$ cat config.mk
export PLATFORM = sky130hd
export DESIGN_NAME = output_writeback
export DESIGN_NICKNAME = d
export VERILOG_FILES = /design/src/rtl/output_writeback.sv
export SDC_FILE = /design/constraint.sdc
export NUM_CORES = 1
export LEC_CHECK = 0
export CORE_MARGIN = 1.5
export CORE_UTILIZATION = 55
export DETAILED_ROUTE_END_ITERATION = 10
export PLACE_DENSITY = 0.76
export SYNTH_ARGS = -nofsm -noshare
export SYNTH_HDL_FRONTEND = slang
export SYNTH_SLANG_ARGS = --single-unit
$ cat constraint.sdc
create_clock -name clk -period 7.55 [get_ports clk]
set_input_delay 2.265 -clock clk [delete_from_list [all_inputs] [get_ports clk]]
set_output_delay 2.265 -clock clk [all_outputs]
set_load 0.01 [all_outputs]
$ cat src/rtl/output_writeback.sv
// Result writeback stage: turns the output sample stream into addressed memory
// writes through a small FIFO, and tracks sample count, completion and overflow.
module output_writeback #(
    parameter int IO_DATA_WIDTH      = 16,
    parameter int ACTIVATIONS_WIDTH  = 1024,
    parameter int ACTIVATIONS_HEIGHT = 1024,
    parameter int OUTPUT_NB_CHANNELS = 64,
    parameter int FIFO_DEPTH         = 8,
    parameter int ADDR_WIDTH         =
        $clog2(ACTIVATIONS_WIDTH * ACTIVATIONS_HEIGHT * OUTPUT_NB_CHANNELS)
) (
    input  logic                                  clk,
    input  logic                                  arst_n_in,
    input  logic                                  start,
    input  logic [ADDR_WIDTH-1:0]                 base_addr,
    input  logic [IO_DATA_WIDTH-1:0]              out,
    input  logic [$clog2(ACTIVATIONS_WIDTH)-1:0]  output_x,
    input  logic [$clog2(ACTIVATIONS_HEIGHT)-1:0] output_y,
    input  logic [$clog2(OUTPUT_NB_CHANNELS)-1:0] output_ch,
    input  logic                                  output_valid,
    output logic [ADDR_WIDTH-1:0]                 wr_addr,
    output logic [IO_DATA_WIDTH-1:0]              wr_data,
    output logic                                  wr_en,
    input  logic                                  wr_ready,
    output logic [ADDR_WIDTH:0]                   sample_count,
    output logic                                  busy,
    output logic                                  done,
    output logic                                  overflow
);

    localparam int PW = $clog2(FIFO_DEPTH);
    localparam int MW = PW + 1;
    localparam int CW = ADDR_WIDTH + 1;
    localparam int EW = ADDR_WIDTH + IO_DATA_WIDTH;
    localparam logic [CW-1:0] NB =
        CW'(ACTIVATIONS_WIDTH * ACTIVATIONS_HEIGHT * OUTPUT_NB_CHANNELS);
    localparam logic [MW-1:0] DEPTH_C = MW'(FIFO_DEPTH);

    typedef enum logic [1:0] {
        S_IDLE,
        S_COLLECT,
        S_DRAIN,
        S_DONE
    } state_t;

    state_t              r_state;
    state_t              w_state_nxt;
    logic [EW-1:0]       r_mem [FIFO_DEPTH];
    logic [PW-1:0]       r_wr_ptr;
    logic [PW-1:0]       r_rd_ptr;
    logic [MW-1:0]       r_mcnt;
    logic                r_wr_en;
    logic [ADDR_WIDTH-1:0]    r_wr_addr;
    logic [IO_DATA_WIDTH-1:0] r_wr_data;
    logic [ADDR_WIDTH-1:0]    r_base;
    logic [CW-1:0]       r_count;
    logic                r_overflow;

    logic                w_valid_in;
    logic                w_pop;
    logic                w_oreg_free;
    logic                w_full;
    logic                w_push;
    logic                w_drop;
    logic                w_mem_empty;
    logic                w_bypass;
    logic                w_mem_rd;
    logic                w_mem_wr;
    logic [ADDR_WIDTH-1:0] w_addr;
    logic [EW-1:0]       w_entry;
    logic [CW-1:0]       w_cnt_inc;

    // Full-precision linear address, wrapped to the memory address width
    assign w_addr = ADDR_WIDTH'(64'(r_base)
                    + (64'(output_y) * 64'(ACTIVATIONS_WIDTH) + 64'(output_x))
                      * 64'(OUTPUT_NB_CHANNELS)
                    + 64'(output_ch));
    assign w_entry     = {w_addr, out};
    assign w_cnt_inc   = r_count + 1'b1;

    assign w_valid_in  = (r_state == S_COLLECT) & output_valid & ~start;
    assign w_pop       = r_wr_en & wr_ready;
    assign w_oreg_free = ~r_wr_en | wr_ready;
    // Occupancy includes the output register
    assign w_full      = (r_mcnt + {{PW{1'b0}}, r_wr_en}) == DEPTH_C;
    assign w_push      = w_valid_in & (~w_full | w_pop);
    assign w_drop      = w_valid_in & ~w_push;
    assign w_mem_empty = (r_mcnt == '0);
    assign w_bypass    = w_push & w_oreg_free & w_mem_empty;
    assign w_mem_rd    = w_oreg_free & ~w_mem_empty;
    assign w_mem_wr    = w_push & ~w_bypass;

    always_comb begin
        w_state_nxt = r_state;
        if (start) begin
            w_state_nxt = S_COLLECT;
        end else begin
            unique case (r_state)
                S_IDLE:    w_state_nxt = S_IDLE;
                S_COLLECT: begin
                    if (output_valid && (w_cnt_inc == NB)) begin
                        w_state_nxt = S_DRAIN;
                    end
                end
                S_DRAIN: begin
                    if (w_mem_empty && !r_wr_en) begin
                        w_state_nxt = S_DONE;
                    end
                end
                S_DONE:    w_state_nxt = S_DONE;
                default:   w_state_nxt = S_IDLE;
            endcase
        end
    end

    always_ff @(posedge clk) begin
        if (w_mem_wr) begin
            r_mem[r_wr_ptr] <= w_entry;
        end
    end

    always_ff @(posedge clk or negedge arst_n_in) begin
        if (!arst_n_in) begin
            r_state    <= S_IDLE;
            r_wr_ptr   <= '0;
            r_rd_ptr   <= '0;
            r_mcnt     <= '0;
            r_wr_en    <= 1'b0;
            r_wr_addr  <= '0;
            r_wr_data  <= '0;
            r_base     <= '0;
            r_count    <= '0;
            r_overflow <= 1'b0;
        end else begin
            r_state <= w_state_nxt;
            if (start) begin
                r_wr_ptr   <= '0;
                r_rd_ptr   <= '0;
                r_mcnt     <= '0;
                r_wr_en    <= 1'b0;
                r_base     <= base_addr;
                r_count    <= '0;
                r_overflow <= 1'b0;
            end else begin
                if (w_valid_in) begin
                    r_count <= w_cnt_inc;
                end
                if (w_drop) begin
                    r_overflow <= 1'b1;
                end
                if (w_oreg_free) begin
                    if (w_mem_rd) begin
                        {r_wr_addr, r_wr_data} <= r_mem[r_rd_ptr];
                        r_wr_en  <= 1'b1;
                        r_rd_ptr <= r_rd_ptr + 1'b1;
                    end else if (w_bypass) begin
                        {r_wr_addr, r_wr_data} <= w_entry;
                        r_wr_en <= 1'b1;
                    end else begin
                        r_wr_en <= 1'b0;
                    end
                end
                if (w_mem_wr) begin
                    r_wr_ptr <= r_wr_ptr + 1'b1;
                end
                case ({w_mem_wr, w_mem_rd})
                    2'b10:   r_mcnt <= r_mcnt + 1'b1;
                    2'b01:   r_mcnt <= r_mcnt - 1'b1;
                    default: r_mcnt <= r_mcnt;
                endcase
            end
        end
    end

    assign wr_en        = r_wr_en;
    assign wr_addr      = r_wr_addr;
    assign wr_data      = r_wr_data;
    assign sample_count = r_count;
    assign overflow     = r_overflow;
    assign busy         = (r_state == S_COLLECT) | (r_state == S_DRAIN);
    assign done         = (r_state == S_DONE);

endmodule
==> impl_metrics.yaml, run 1 <==
flow_run:
  cap_violations: 0
die:
  die-width_um: 190
  die_h_um: 190
  die_area_mm2: 0.0363
  row_count: 68
  io_pins: 146
  core_mm2: 0.0345
  start_util_pct: 56.0
detailed_routing:
  drtIter0Drc: 998
  drt-total-wl_mm: 40.2
  wl_per_cell_um: 21.2
  antenna_left: 0
  drt-vias-per-instance: 5.98
  dr.pass1.iters: 5
  vias: 11300
  drc: 0
sta:
  setup-tns-final_ns: 0
  slew_viol_final: 0
  rsz0062_at_grt: "false"
  worst_pin_slew_ns: 1.11
  setup_viol_count_final: 0
  hold_viol_final: 0
  period_share_pct: 69.2
  relSlewSlack_pct: 25.5
  max_freq_ghz: 0.191
  clock_skew_ns: 0.00958
  period_needed_ns: 5.23
global_route:
  grt_max_degree: 71
  grt_pass1_wl_mm: 63.1
  grt_pass1_vias: 11300
  grt_usage_pct: 22.8
  antenna_found_initial: 0
  grt.overflow.total: 0
worst_setup_path:
  critical_path_class: "input port to flip-flop"
  required_ns: 7.74
  crit_path_max_fanout: 8
  critical_path_arrival_ns: 5.42
  critPathLaunchType: "input port"
  crit_path_end_kind: "flip-flop"
cells_and_area:
  final_cell_mix: "edfxtp_1 (336), clkdlybuf4s50_1 (143), dfrtp_1 (106)"
  final_util_pct: 66.1
  antenna_cells: 0
  drive_gt1_share_pct: 16.7
  fill_cells: 2370
  seq_area_mm2: 0.0128
  multi_input_area_mm2: 0.00626
  final_common_cell: "edfxtp_1"
  area_growth_syn_to_layout_pct: 18.1
  final_nets: 1510
logic_synthesis:
  syn_area_mm2: 0.0193
  synth_seq_cells: 445
  yosysWarnings: 0
  synthFlopType: "edfxtp_1"
  syn_nets: 1362
  synth.avg_cell_area_um2: 15.4
  async_reset_ff_share_pct: 24.5
  ys_seq_area_share_pct: 66.3
  synth_cells: 1252
  synth_cell_types: 68
  synth-edff-count: 336
clocking:
  postCtsSetupRepairBufs: 0
  numCtsBuffers: 45
  clk_latency_ns: 0.55
  htreeDepth: 2
  cts_sinks: 445
  clock_path_buffers: 3
  path_clk_slew_ns: 0.06
  cts_resized: 0
  cts-root-buf: "clkbuf_16"
  cts_tree: "yes"
  cts_hold_buf: 0
pwr:
  p_total_mw: 7.24
  max-vdd-ir-drop_uv: 231
  powerDensity_mw_per_mm2: 317
  p_leak_nw: 7.78
place:
  port-buffer-count: 145
  gp_congestion: 0.847
  place_hpwl_mm: 24.7
hold_path:
  hold_path.class: "flip-flop to flip-flop"
run_status:
  outcome: "complete, no violations"
cell type report:
cell class / instances / share of cell area (%)
timing repair buffer: 165 / 6.98
tap: 455 / 2.49
sequential: 445 / 56.2
inverter: 16 / 0.263
multi-input combinational: 727 / 27.4
clock buffer: 60 / 5.50
clock inverter: 24 / 1.13
worst max-delay path: stages:
cell,delay (ns)
clkdlybuf4s50_1,0.40
ha_1,0.23
inv_1,0.07
fa_1,0.20
nor2b_1,0.07
o31ai_1,0.48
a211oi_1,0.26
o21a_1,0.23
a2111oi_0,0.83
xnor2_1,0.39
metal layers:
| layer | vias to the layer above | wire, um | part of all wire [%] | track usage [%] |
|---|---|---|---|---|
| li1 | 5158 | - | - | - |
| met1 | 5648 | 17300 | 43 | 32.5 |
| met2 | 434 | 18900 | 47 | 36.0 |
| met3 | 68 | 3050 | 7.6 | 4.34 |
| met4 | 0 | 894 | 2.2 | 6.54 |
| met5 | - | 0 | 0 | 0 |
worst paths after layout:
kind / depth (start not counted) / slack (ns) / end / start
worst max-delay path: 10 / 2.32 / r_mem[2][38] / output_ch[0]
worst max register to register: 13 / 3.77 / r_mcnt[2] / wr_en
worst min register to register: 2 / 0.48 / wr_data[10] / wr_data[10]
worst min-delay path: 2 / 0.48 / wr_data[10] / wr_data[10]
max in group asynchronous: 2 / 4.42 / r_rd_ptr[1] / arst_n_in
min in group asynchronous: 1 / 1.87 / wr_addr[23] / arst_n_in
logic make-up after synthesis:
kind of cell	synth area share (%)
fa+ha+maj	2.43
buf+inv	1.64
xor+xnor	2.17
simple gates	7.03
compound gates	6.23
flops	66.3
mux	14.2
state kept, by name, summed over array words and instances (netlist names):
| signal | count |
|---|---|
| overflow | 1 |
| r_base | 26 |
| r_mcnt | 4 |
| r_mem | 336 |
| r_rd_ptr | 3 |
| r_state | 2 |
| r_wr_ptr | 3 |
| sample_count | 27 |
| wr_addr | 26 |
| wr_data | 16 |
| wr_en | 1 |
where the power goes:
group | switching [mW] | internal [mW]
Clock | 0.921 | 1.32
Combinational | 1.03 | 0.880
Sequential | 0.174 | 2.92
synthesized netlist by cell type (all sizes together) (2+ instances only):
cell,instances,area (um2)
or2,4,25.0
inv,16,60.1
a211oi,7,52.6
nor3b,4,30.0
a21oi,70,350
a31oi,3,18.8
mux4,84,1890
a21o,5,37.5
nor3,27,135
xnor2,26,228
nand4,21,168
nand2,77,292
nor2,91,342
o21ai,63,319
nand2b,5,31.3
a21boi,3,22.5
nor4,4,40.0
o21bai,3,22.5
xor2,22,193
a22o,2,17.5
a221o,8,80.1
o31ai,2,20.0
mux2i,49,490
nor2b,4,25.0
nand3,15,75.1
and4,2,17.5
or4,3,25.0
nand3b,2,15.0
o211ai,3,22.5
edfxtp,336,10100
a31o,2,17.5
o21a,6,45.0
mux2,32,360
buf,22,98.8
dfrtp,109,2730
or3,12,76.3
o221ai,3,26.3
o22ai,2,12.5
clkbuf,42,158
ha,36,450
and2,6,37.5
a2111oi,4,36.3
a211o,2,17.5
per-stage QoR:
stage | hold slack, ns | cell area [um2] | setup WS (ns) | cells
after floorplan | 0.485 | 19300 | 0.302 | 1252
after detailed placement | 0.470 | 21300 | 1.70 | 1808
after global placement | 0.462 | 21300 | 1.73 | 1808
final | 0.475 | 22800 | 2.32 | 1892
after global routing | 0.499 | 22800 | 2.16 | 1892
after CTS | 0.484 | 22800 | 2.24 | 1892
Power figures use the tool's default switching activity.
==> run 2, diff against run 1 <==
Clock period 7.55 ns to 5.5 ns, I/O delays scaled along.
==> impl_metrics.yaml, run 2 (synthesis gave the netlist of run 1 again) <==
run_status:
  outcome: "complete, no violations"
clocking:
  clk_latency_ns: 0.56
  htreeDepth: 2
  numCtsBuffers: 45
  postCtsSetupRepairBufs: 0
  cts_sinks: 445
  clock_path_buffers: 3
  path_clk_slew_ns: 0.06
  cts_resized: 0
  cts_tree: "yes"
  cts_hold_buf: 0
  cts-root-buf: "clkbuf_16"
die:
  die_area_mm2: 0.0363
  start_util_pct: 56.0
  row_count: 68
  die-width_um: 190
  core_mm2: 0.0345
  die_h_um: 190
  io_pins: 146
flow_run:
  cap_violations: 0
sta:
  max_freq_ghz: 0.228
  slew_viol_final: 0
  setup-tns-final_ns: 0
  layout_setup_ws_ns: 1.11
  relSlewSlack_pct: 31.3
  period_needed_ns: 4.39
  hold_slack_ns: 0.478
  clock_skew_ns: 0.0170
  setup_viol_count_final: 0
  rsz0062_at_grt: "false"
  worst_pin_slew_ns: 1.02
  period_share_pct: 79.9
  hold_viol_final: 0
place:
  placed_cells_incl_taps: 1810
  post_dp_cell_area_mm2: 0.0215
  dp_slack_ns: 0.622
  place_hpwl_mm: 24.7
  gp_congestion: 0.840
  port-buffer-count: 145
worst_setup_path:
  critPathLaunchType: "input port"
  crit_path_end_kind: "flip-flop"
  required_ns: 5.93
  critical_path_class: "input port to flip-flop"
  crit_path_max_fanout: 9
  critical_path_arrival_ns: 4.83
  reg2reg_depth: 13
pwr:
  p_leak_nw: 7.77
  powerDensity_mw_per_mm2: 430
  max-vdd-ir-drop_uv: 270
hold_path:
  holdPathStages: 2
  hold_path.class: "flip-flop to flip-flop"
detailed_routing:
  vias: 11500
  antenna_left: 0
  wl_per_cell_um: 22.2
  drtIter0Drc: 890
  drc: 0
  drt-total-wl_mm: 41.9
  dr.pass1.iters: 5
  drt-vias-per-instance: 6.07
global_route:
  grt_pass1_vias: 11500
  antenna_found_initial: 1
  grt_pass1_wl_mm: 65.1
  grt_usage_pct: 23.5
  grt.overflow.total: 0
  grt_max_degree: 73
cells_and_area:
  drive_gt1_share_pct: 15.8
  antenna_cells: 0
  top_register: "r_mem"
  area_growth_syn_to_layout_pct: 18.4
  final_nets: 1512
  fin_area_mm2: 0.0229
  final_common_cell: "edfxtp_1"
  fin_cells: 1892
  final_cell_mix: "edfxtp_1 (336), clkdlybuf4s50_1 (143), dfrtp_1 (106)"
  fill_cells: 2386
  largest_reg_flops: 336
run 2: cell count changes in the layout (fill, tap and decap cells not counted), moves of 2 or more:
| cell | change |
|---|---|
| buf_12 | +10 |
| buf_4 | -8 |
| clkbuf_1 | +4 |
| clkbuf_16 | -2 |
| clkinv_1 | +8 |
| clkinv_4 | -2 |
| clkinvlp_4 | -8 |
| nor3_2 | -3 |
| nor3_4 | +3 |
| nor3b_2 | -3 |
| nor3b_4 | +3 |
run 2: worst max-delay path, cell delays in order:
cell	delay (ns)
clkdlybuf4s50_1	0.46
ha_1	0.18
inv_1	0.06
fa_1	0.39
nor2b_1	0.18
o31ai_1	0.09
buf_4	0.15
a211oi_1	0.50
nor2_1	0.21
o21ai_0	0.27
xnor2_1	0.27
a221o_1	0.40
run 2: routing by layer:
metal  vias up  global-route usage (%)  part of all wire (%)
met5         -                       0                 0.031
met4         2                    5.69                   1.6
met3        55                    3.61                   6.6
met2       438                    38.7                    49
met1      5834                    33.3                    43
li1       5160                       -                     -
run 2: path summary, 6_finish.rpt:
path / endpoint / slack (ns) / startpoint
min in group asynchronous: sample_count[15] / 1.21 / arst_n_in
hold / removal: wr_data[9] / 0.48 / wr_data[9]
max in group asynchronous: wr_data[11] / 3.46 / arst_n_in
setup / recovery: wr_addr[20] / 1.11 / output_ch[0]
setup reg to reg: r_mcnt[2] / 1.72 / wr_en
hold reg to reg: wr_data[9] / 0.48 / wr_data[9]
run 2: area by class of cell:
type / count / area [um2] / share of cell area (%)
sequential: 445 / 12800 / 56.1
timing repair buffer: 167 / 1730 / 7.58
inverter: 16 / 60.1 / 0.262
tap: 455 / 569 / 2.49
clock buffer: 61 / 1210 / 5.27
clock inverter: 21 / 195 / 0.853
multi-input combinational: 727 / 6290 / 27.5
run 2: metrics by stage:
step	power, mW	util, %
after global placement	6.88	62.2
after detailed placement	6.97	62.2
final	9.84	66.2
after floorplan	5.97	-
after global routing	10.3	66.2
after CTS	9.90	66.2
run 2: report_power, final:
group	internal (mW)	leakage, nW	switching (mW)
clock network	1.68	0.684	1.26
registers	4.01	4.40	0.301
logic	1.23	2.68	1.36
